[src/rtl/alu_pkg.sv]
// Shared definitions for the flintRV execute-stage ALU: datapath width and operation codes.
package alu_pkg;

    localparam int XLEN = 32;

    localparam logic [4:0] ALU_EXEC_ADD   = 5'd0;
    localparam logic [4:0] ALU_EXEC_SUB   = 5'd1;
    localparam logic [4:0] ALU_EXEC_SLL   = 5'd2;
    localparam logic [4:0] ALU_EXEC_SLT   = 5'd3;
    localparam logic [4:0] ALU_EXEC_SLTU  = 5'd4;
    localparam logic [4:0] ALU_EXEC_XOR   = 5'd5;
    localparam logic [4:0] ALU_EXEC_SRL   = 5'd6;
    localparam logic [4:0] ALU_EXEC_SRA   = 5'd7;
    localparam logic [4:0] ALU_EXEC_OR    = 5'd8;
    localparam logic [4:0] ALU_EXEC_AND   = 5'd9;
    localparam logic [4:0] ALU_EXEC_PASSB = 5'd10;
    localparam logic [4:0] ALU_EXEC_ADD4A = 5'd11;
    localparam logic [4:0] ALU_EXEC_EQ    = 5'd12;
    localparam logic [4:0] ALU_EXEC_NEQ   = 5'd13;
    localparam logic [4:0] ALU_EXEC_SGTE  = 5'd14;
    localparam logic [4:0] ALU_EXEC_SGTEU = 5'd15;

    // Ops that drive the shared adder in subtract mode.
    function automatic logic is_sub_op(input logic [4:0] op);
        case (op)
            ALU_EXEC_SUB, ALU_EXEC_SLT, ALU_EXEC_SLTU,
            ALU_EXEC_EQ, ALU_EXEC_NEQ, ALU_EXEC_SGTE, ALU_EXEC_SGTEU: is_sub_op = 1'b1;
            default:                                                  is_sub_op = 1'b0;
        endcase
    endfunction

endpackage

[src/rtl/alu_addsub.sv]
// XLEN-wide adder/subtractor: sum = a + (sub ? ~b : b) + sub, with carry-out and signed-less-than.
module alu_addsub #(
    parameter int XLEN = 32
) (
    input  logic [XLEN-1:0] a,
    input  logic [XLEN-1:0] b,
    input  logic            sub,
    output logic [XLEN-1:0] sum,
    output logic            cout,
    output logic            lflag
);

    logic [XLEN-1:0] b_eff;

    assign b_eff         = sub ? ~b : b;
    assign {cout, sum}   = {1'b0, a} + {1'b0, b_eff} + {{XLEN{1'b0}}, sub};
    // Differing signs decide directly; otherwise the difference sign cannot overflow.
    assign lflag         = (a[XLEN-1] != b[XLEN-1]) ? a[XLEN-1] : sum[XLEN-1];

endmodule

[src/rtl/alu.sv]
// flintRV RV32I execute-stage ALU with registered result and branch flags (1-cycle latency).
module alu
    import alu_pkg::*;
#(
    parameter int XLEN_P = XLEN
) (
    input  logic              i_clk,
    input  logic              i_rst,
    input  logic [XLEN_P-1:0] i_a,
    input  logic [XLEN_P-1:0] i_b,
    input  logic [4:0]        i_op,
    output logic [XLEN_P-1:0] o_result,
    output logic              o_eflag,
    output logic              o_cflag,
    output logic              o_lflag
);

    localparam int SHW = $clog2(XLEN_P);

    logic [SHW-1:0]    sh;
    logic [XLEN_P-1:0] add_b;
    logic              add_sub;
    logic [XLEN_P-1:0] add_sum;
    logic              add_cout;
    logic              add_lflag;
    logic [XLEN_P-1:0] cmp_diff;
    logic              cmp_cout;
    logic              cmp_lflag;
    logic [XLEN_P-1:0] result_d;

    assign sh      = i_b[SHW-1:0];
    assign add_sub = is_sub_op(i_op);
    assign add_b   = (i_op == ALU_EXEC_ADD4A) ? XLEN_P'(4) : i_b;

    // Shared result path; SLT/SLTU read its flags since it is in subtract mode for them.
    alu_addsub #(.XLEN(XLEN_P)) u_addsub (
        .a     (i_a),
        .b     (add_b),
        .sub   (add_sub),
        .sum   (add_sum),
        .cout  (add_cout),
        .lflag (add_lflag)
    );

    // Dedicated subtractor so the flags are valid regardless of the selected op.
    alu_addsub #(.XLEN(XLEN_P)) u_cmp (
        .a     (i_a),
        .b     (i_b),
        .sub   (1'b1),
        .sum   (cmp_diff),
        .cout  (cmp_cout),
        .lflag (cmp_lflag)
    );

    always_comb begin
        result_d = add_sum;
        case (i_op)
            ALU_EXEC_SLL:   result_d = i_a << sh;
            ALU_EXEC_SLT:   result_d = {{(XLEN_P-1){1'b0}}, add_lflag};
            ALU_EXEC_SLTU:  result_d = {{(XLEN_P-1){1'b0}}, ~add_cout};
            ALU_EXEC_XOR:   result_d = i_a ^ i_b;
            ALU_EXEC_SRL:   result_d = i_a >> sh;
            ALU_EXEC_SRA:   result_d = $unsigned($signed(i_a) >>> sh);
            ALU_EXEC_OR:    result_d = i_a | i_b;
            ALU_EXEC_AND:   result_d = i_a & i_b;
            ALU_EXEC_PASSB: result_d = i_b;
            default:        result_d = add_sum;
        endcase
    end

    always_ff @(posedge i_clk) begin
        if (i_rst) begin
            o_result <= '0;
            o_eflag  <= 1'b0;
            o_cflag  <= 1'b0;
            o_lflag  <= 1'b0;
        end else begin
            o_result <= result_d;
            o_eflag  <= (cmp_diff == '0);
            o_cflag  <= cmp_cout;
            o_lflag  <= cmp_lflag;
        end
    end

endmodule

[config.mk]
export PLATFORM = sky130hd
export DESIGN_NAME = alu
export DESIGN_NICKNAME = d
export VERILOG_FILES = /design/src/rtl/alu_pkg.sv /design/src/rtl/alu_addsub.sv /design/src/rtl/alu.sv
export SDC_FILE = /design/constraint.sdc
export NUM_CORES = 1
export LEC_CHECK = 0
export BUFFER_PORTS_ARGS = -buffer_cell sky130_fd_sc_hd__buf_2
export CAP_MARGIN = 20
export CORE_MARGIN = 1.5
export CORE_UTILIZATION = 45
export DETAILED_ROUTE_END_ITERATION = 7
export PLACE_DENSITY_LB_ADDON = 0.25
export REMOVE_ABC_BUFFERS = 1
export SYNTH_ARGS = -nofsm -noshare
export SYNTH_HDL_FRONTEND = slang
export SYNTH_SLANG_ARGS = --single-unit
[constraint.sdc]
create_clock -name i_clk -period 4.55 [get_ports i_clk]
set_input_delay 0 -clock i_clk [delete_from_list [all_inputs] [get_ports i_clk]]
set_output_delay 0 -clock i_clk [all_outputs]
set_load 0.005 [all_outputs]
Word level (Yosys, flattened, before mapping)
Cells that the tools add are included.
{ "classes": {"n_shift": 3, "addsub": 4, "n_eq_ne": 17, "muxes": 6, "reduce_logical": 2, "n_bitwise": 6} }
{ "op_table": {"columns": ["operator", "n"], "rows": [
  ["case mux 32 bit (9 select lines)", 1],
  ["adder 32 x 32 -> 33 bit", 2],
  ["two-way mux 32 bit", 2],
  ["inverter 32 bit", 2],
  ["== test 5 x 4 -> 1 bit (second input constant)", 8],
  ["adder 33 x 1 -> 33 bit", 1],
  ["adder 33 x 1 -> 33 bit (second input constant)", 1],
  ["bitwise AND 32 bit", 1],
  ["zero test 32 bit", 1],
  ["OR 32 bit", 1],
  ["<< shifter 32 x 5 -> 32 bit", 1],
  ["right shift 32 x 5 -> 32 bit", 1],
  [">>> shifter 32 x 5 -> 32 bit", 1],
  ["bitwise XOR 32 bit", 1],
  ["== test 5 x 3 -> 1 bit (second input constant)", 4],
  ["== test 5 x 2 -> 1 bit (second input constant)", 2],
  ["OR reduction 7 bit", 1],
  ["== test 5 x 1 -> 1 bit (second input constant)", 1],
  ["two-way mux 1 bit", 3],
  ["!= test 1 bit", 2],
  ["inverter 1 bit", 1]
]} }
{ "totals": {"reg_bits": 35, "elab_cells": 42, "inputBits": 71, "out_inout_bits": 35} }

Depth between registers and ports, before layout
{ "logic_depth": {"ltp_word": 8, "ltp_mapped": 24, "depth_no_buf": 21} }

By module
A second synthesis with hierarchy kept.
{ "hier_totals": {"cells_unflattened": 1550, "hier_area_um2": 11613.6} }
{ "by_module_without_submodules": {"columns": ["mod", "cells_each", "seq_area_each_um2", "area_per_inst_um2", "n_inst"], "rows": [
  ["alu", 975, 700.7, 7409.6, 1],
  ["alu_addsub (u_cmp)", 320, 0.0, 2265.9, 1],
  ["alu_addsub (u_addsub)", 255, 0.0, 1938.1, 1]
]} }

Worst setup path before layout
OpenSTA, ideal clock, no wires.
{ "synth_path": {"kind": "input-to-reg", "from": "input port i_b[1]", "to": "register o_eflag", "stages": 24, "required_ps": 4447, "setup_time_ps": 103, "arrival_time_ps": 4719, "path_buffers": 3, "slack_ps": -273, "cell_sequence": "buf_2 -> buf_2 -> inv_2 -> buf_1 -> ha_1 -> nor2_1 -> o2111ai_1 -> nand4_1 -> a31o_2 -> a21boi_1 -> o311ai_1 -> a211oi_1 -> o21ai_0 -> a21oi_1 -> fa_1 -> nand2_1 -> a2111oi_0 -> nand3_1 -> nor4_1 -> o2111ai_1 -> or4_1 -> nor4_1 -> nand4_1 -> a2111oi_2"} }
{ "synth_via": {"elab_chain_cells": 4} }
{ "synth_rtl": {"columns": ["item", "line_no", "source"], "rows": [
  ["start, declared", "alu.sv:10", "input logic [XLEN_P-1:0] i_b,"],
  ["inverter 32 bit", "alu_addsub.sv:15", "assign b_eff = sub ? ~b : b;"],
  ["adder 32 x 32 -> 33 bit", "alu_addsub.sv:16", "assign {cout, sum} = {1'b0, a} + {1'b0, b_eff} + {{XLEN{1'b0}}, sub};"],
  ["adder 33 x 1 -> 33 bit", "alu_addsub.sv:16", null],
  ["zero test 32 bit", "alu.sv:79", "o_eflag <= (cmp_diff == '0);"],
  ["end signal, assigned", "alu.sv:79", null],
  ["end, declared", "alu.sv:13", "output logic o_eflag,"]
]} }
No other way between the ends.
A chain may end at the register's enable or synchronous reset.

Worst setup path in the final report
{ "layout_path": {"from": "input port i_a[5]", "to": "register o_eflag"} }
{ "layout_via": {"elab_chain_cells": 3} }
{ "layout_rtl": {"columns": ["item", "line_no", "source"], "rows": [
  ["start, declared", "alu.sv:9", "input logic [XLEN_P-1:0] i_a,"],
  ["adder 32 x 32 -> 33 bit", "alu_addsub.sv:16", null],
  ["adder 33 x 1 -> 33 bit", "alu_addsub.sv:16", null],
  ["zero test 32 bit", "alu.sv:79", null]
]} }
No other way between the ends.

==> results.toml <==
[power]
p_clk_frac = 0.169
pwr-share-seq = 0.148
leakage_nw = 5.40
power_switching_w = 0.00120
combPwrFrac = 0.683
switching_share = 0.485
vdd_ir_drop_max_v = 0.000130
intPower_w = 0.00128
power_density_nw_per_um2 = 204

[global_route]
grt_pass1_vias = 11000
gr-usage-met2 = 0.559
busiest_layer = "met2"
grt_max_degree = 66
use_met1 = 0.518
grt_util_met3 = 0.0683
overflow = 0
antenna_found_initial = 2
grt_usage = 0.371
grt_pass1_wl_um = 67700

[sta]
hold_viol = 0
layout_min_cycle_time_ns = 4.32
whs_ns = 0.0657
tightestPinTransition_ns = 0.951
setup_viol = 0
max_freq_mhz = 232
slew_headroom = 0.364
finalMaxSlewViolations = 0
period_share = 0.949

[clock_tree]
cts_hold_buf = 0
path_clk_slew_ns = 0.09
cts_max_level = 2
cts-resized-gates = 0
numCtsBuffers = 5
cts_tree = "yes"
cts_buffer_depth = 2
cts_sinks = 35
cts_post_setup_buffers_inserted = 0
cts_root_buf = "clkbuf_16"

[die]
die_w_um = 156
fp.dieH_um = 156
start_util = 0.461
fp.dieArea_um2 = 24300
ios = 106
coreArea_um2 = 22800
fp-row-count = 55

[drt]
num_vias = 12200
wl_per_cell_um = 24.2
drtPass1Iterations = 6
drtIter0Drc = 1576
drc_errors = 0
routed_wl_um = 45700
via_per_inst = 6.49
antenna_left = 0

[setup_path]
crit_start = "i_a[5]"
endpoint_kind = "flip-flop"
critPathArrivalTime_ns = 4.53
worst_setup_path_start_kind = "input port"
path_max_fanout = 2
cp_data_required_time_ns = 4.76
crit_type = "input port to flip-flop"

[place]
gp_congestion = 1.03
dpl_cell_area_um2 = 12000
dp_hpwl_um = 35800
portBuffers = 105

[job]
cap_violations = 0

[synth]
ys_types = 84
netlist_instances = 1433
synthTopCellsByArea = "ha_1, mux4_2, dfxtp_1"
synth_edf_count = 0
ys.flop_type = "dfxtp_1"
synth_warnings = 0
syn_area_um2 = 10500
ys_ff_latch = 35
yosysTopAreaCell = "ha_1"
syn_avg_cell_area_um2 = 7.33
synthArstFlopShare = 0
synth_top_area_frac = 0.153
yosysSeqAreaShare = 0.0667

[finish]
final_nets = 1774
layout.area.seq_um2 = 701
area_delta_synth_final_pct = 16.1
multiInputGateArea_um2 = 9080
drive_gt1_frac = 0.216
final_area_um2 = 12200
fillers = 2294

[min_path]
hold_path.startpoint = "i_b[10]"
hp-class = "input port to flip-flop"

[outcome]
outcome = "complete, no violations"
[cell families (layout without fill, tap and decap cells)]
family / Yosys count / in the layout / share of synthesized area
and+or+nand+nor: 436 / 436 / 0.191
AOI/OAI and AO/OA: 477 / 477 / 0.304
muxes: 96 / 96 / 0.156
other: 0 / 1 / 0
buffers and inverters: 200 / 340 / 0.0752
DFF: 35 / 35 / 0.0667
adders and majority gates: 131 / 131 / 0.158
xor gates and xnor gates: 58 / 58 / 0.0484
[state kept, by name, indices dropped and copies added (netlist names)]
signal    flops
o_result     32
o_lflag       1
o_eflag       1
o_cflag       1
[layer usage]
layer / wire (µm) / part of all wire
met1: 19000 / 0.42
met2: 19500 / 0.43
met3: 5170 / 0.11
met4: 1940 / 0.042
met5: 0 / 0
[synthesized netlist by cell type, types with 9 or more instances]
cell type	count
nand3_1	23
o31ai_1	10
dfxtp_1	35
a21oi_1	118
nand4_1	9
nand2_1	128
a221oi_1	20
mux4_2	53
nor2b_1	25
o22ai_1	10
or3_1	9
mux2i_1	34
nor3_1	30
nand2b_1	12
a22oi_1	21
xor2_1	11
a211oi_1	30
mux2_2	9
o21bai_1	11
xnor2_1	47
a31oi_1	19
nor2_1	154
ha_1	128
a21o_1	12
o211ai_1	24
inv_1	100
clkbuf_1	54
buf_1	14
o21ai_0	102
buf_2	24
[final cells by class]
cell class,instances,share of cell area
Clock buffer,8,0.0128
Timing Repair Buffer,227,0.120
Sequential cell,35,0.0575
Tap cell,313,0.0321
Inverter,105,0.0323
Antenna cell,1,0.000205
Multi-Input combinational cell,1198,0.745
[worst max-delay path: stages]
cell and delay, ns:
buf_2 0.09, inv_1 0.04, ha_1 0.33, nor3_2 0.24, o2111ai_2 0.18, nand4_1 0.18, a31o_2 0.19, a21boi_2 0.08
o311ai_2 0.26, a211oi_1 0.14, o21ai_1 0.14, a21oi_1 0.09, fa_1 0.54, nand2_1 0.06, a2111oi_1 0.25, nand3_1 0.13
nor4_2 0.28, o2111ai_1 0.14, or4_1 0.44, nor4_2 0.25, nand4_1 0.17, a2111oi_2 0.29
[power groups by stage]
stage	Sequential, W	Combinational, W	Clock, W
6_report	0.000367	0.00169	0.000420
2_1_floorplan	0.000383	0.000975	0
4_1_cts	0.000367	0.00164	0.000420
5_1_grt	0.000372	0.00182	0.000432
3_3_place_gp	0.000372	0.00163	0
3_5_place_dp	0.000374	0.00163	0
[stage by stage]
step	total power [W]	utilization	setup WS (ns)	std cells	setup TNS, ns
finish	0.00248	0.535	0.232	1887	0
global route	0.00262	0.535	-0.0165	1886	-0.0165
CTS	0.00243	0.533	0.0425	1886	0
detailed placement	0.00201	0.526	-0.308	1878	-0.308
global placement	0.00200	0.526	-0.153	1877	-0.153
floorplan	0.00136	-	-0.591	1338	-0.591
[worst paths after layout]
path | endpoint | cells after the start | slack, ns
setup / recovery | o_eflag | 22 | 0.23
hold / removal | o_result[10] | 3 | 0.07
[layout by cell type, fill, tap and decap left out, drive strengths merged, types with 20 or more instances in the layout]
cell type,n
nor3,30
mux4,53
nor2b,25
a22oi,21
a31oi,20
o211ai,26
buf,227
nor2,154
o21ai,106
mux2i,34
nand2,128
ha,128
a221oi,21
a21oi,118
dfxtp,35
xnor2,47
a211oi,30
nand3,23
inv,105
Note: power is estimated with default switching activity, not from simulation.
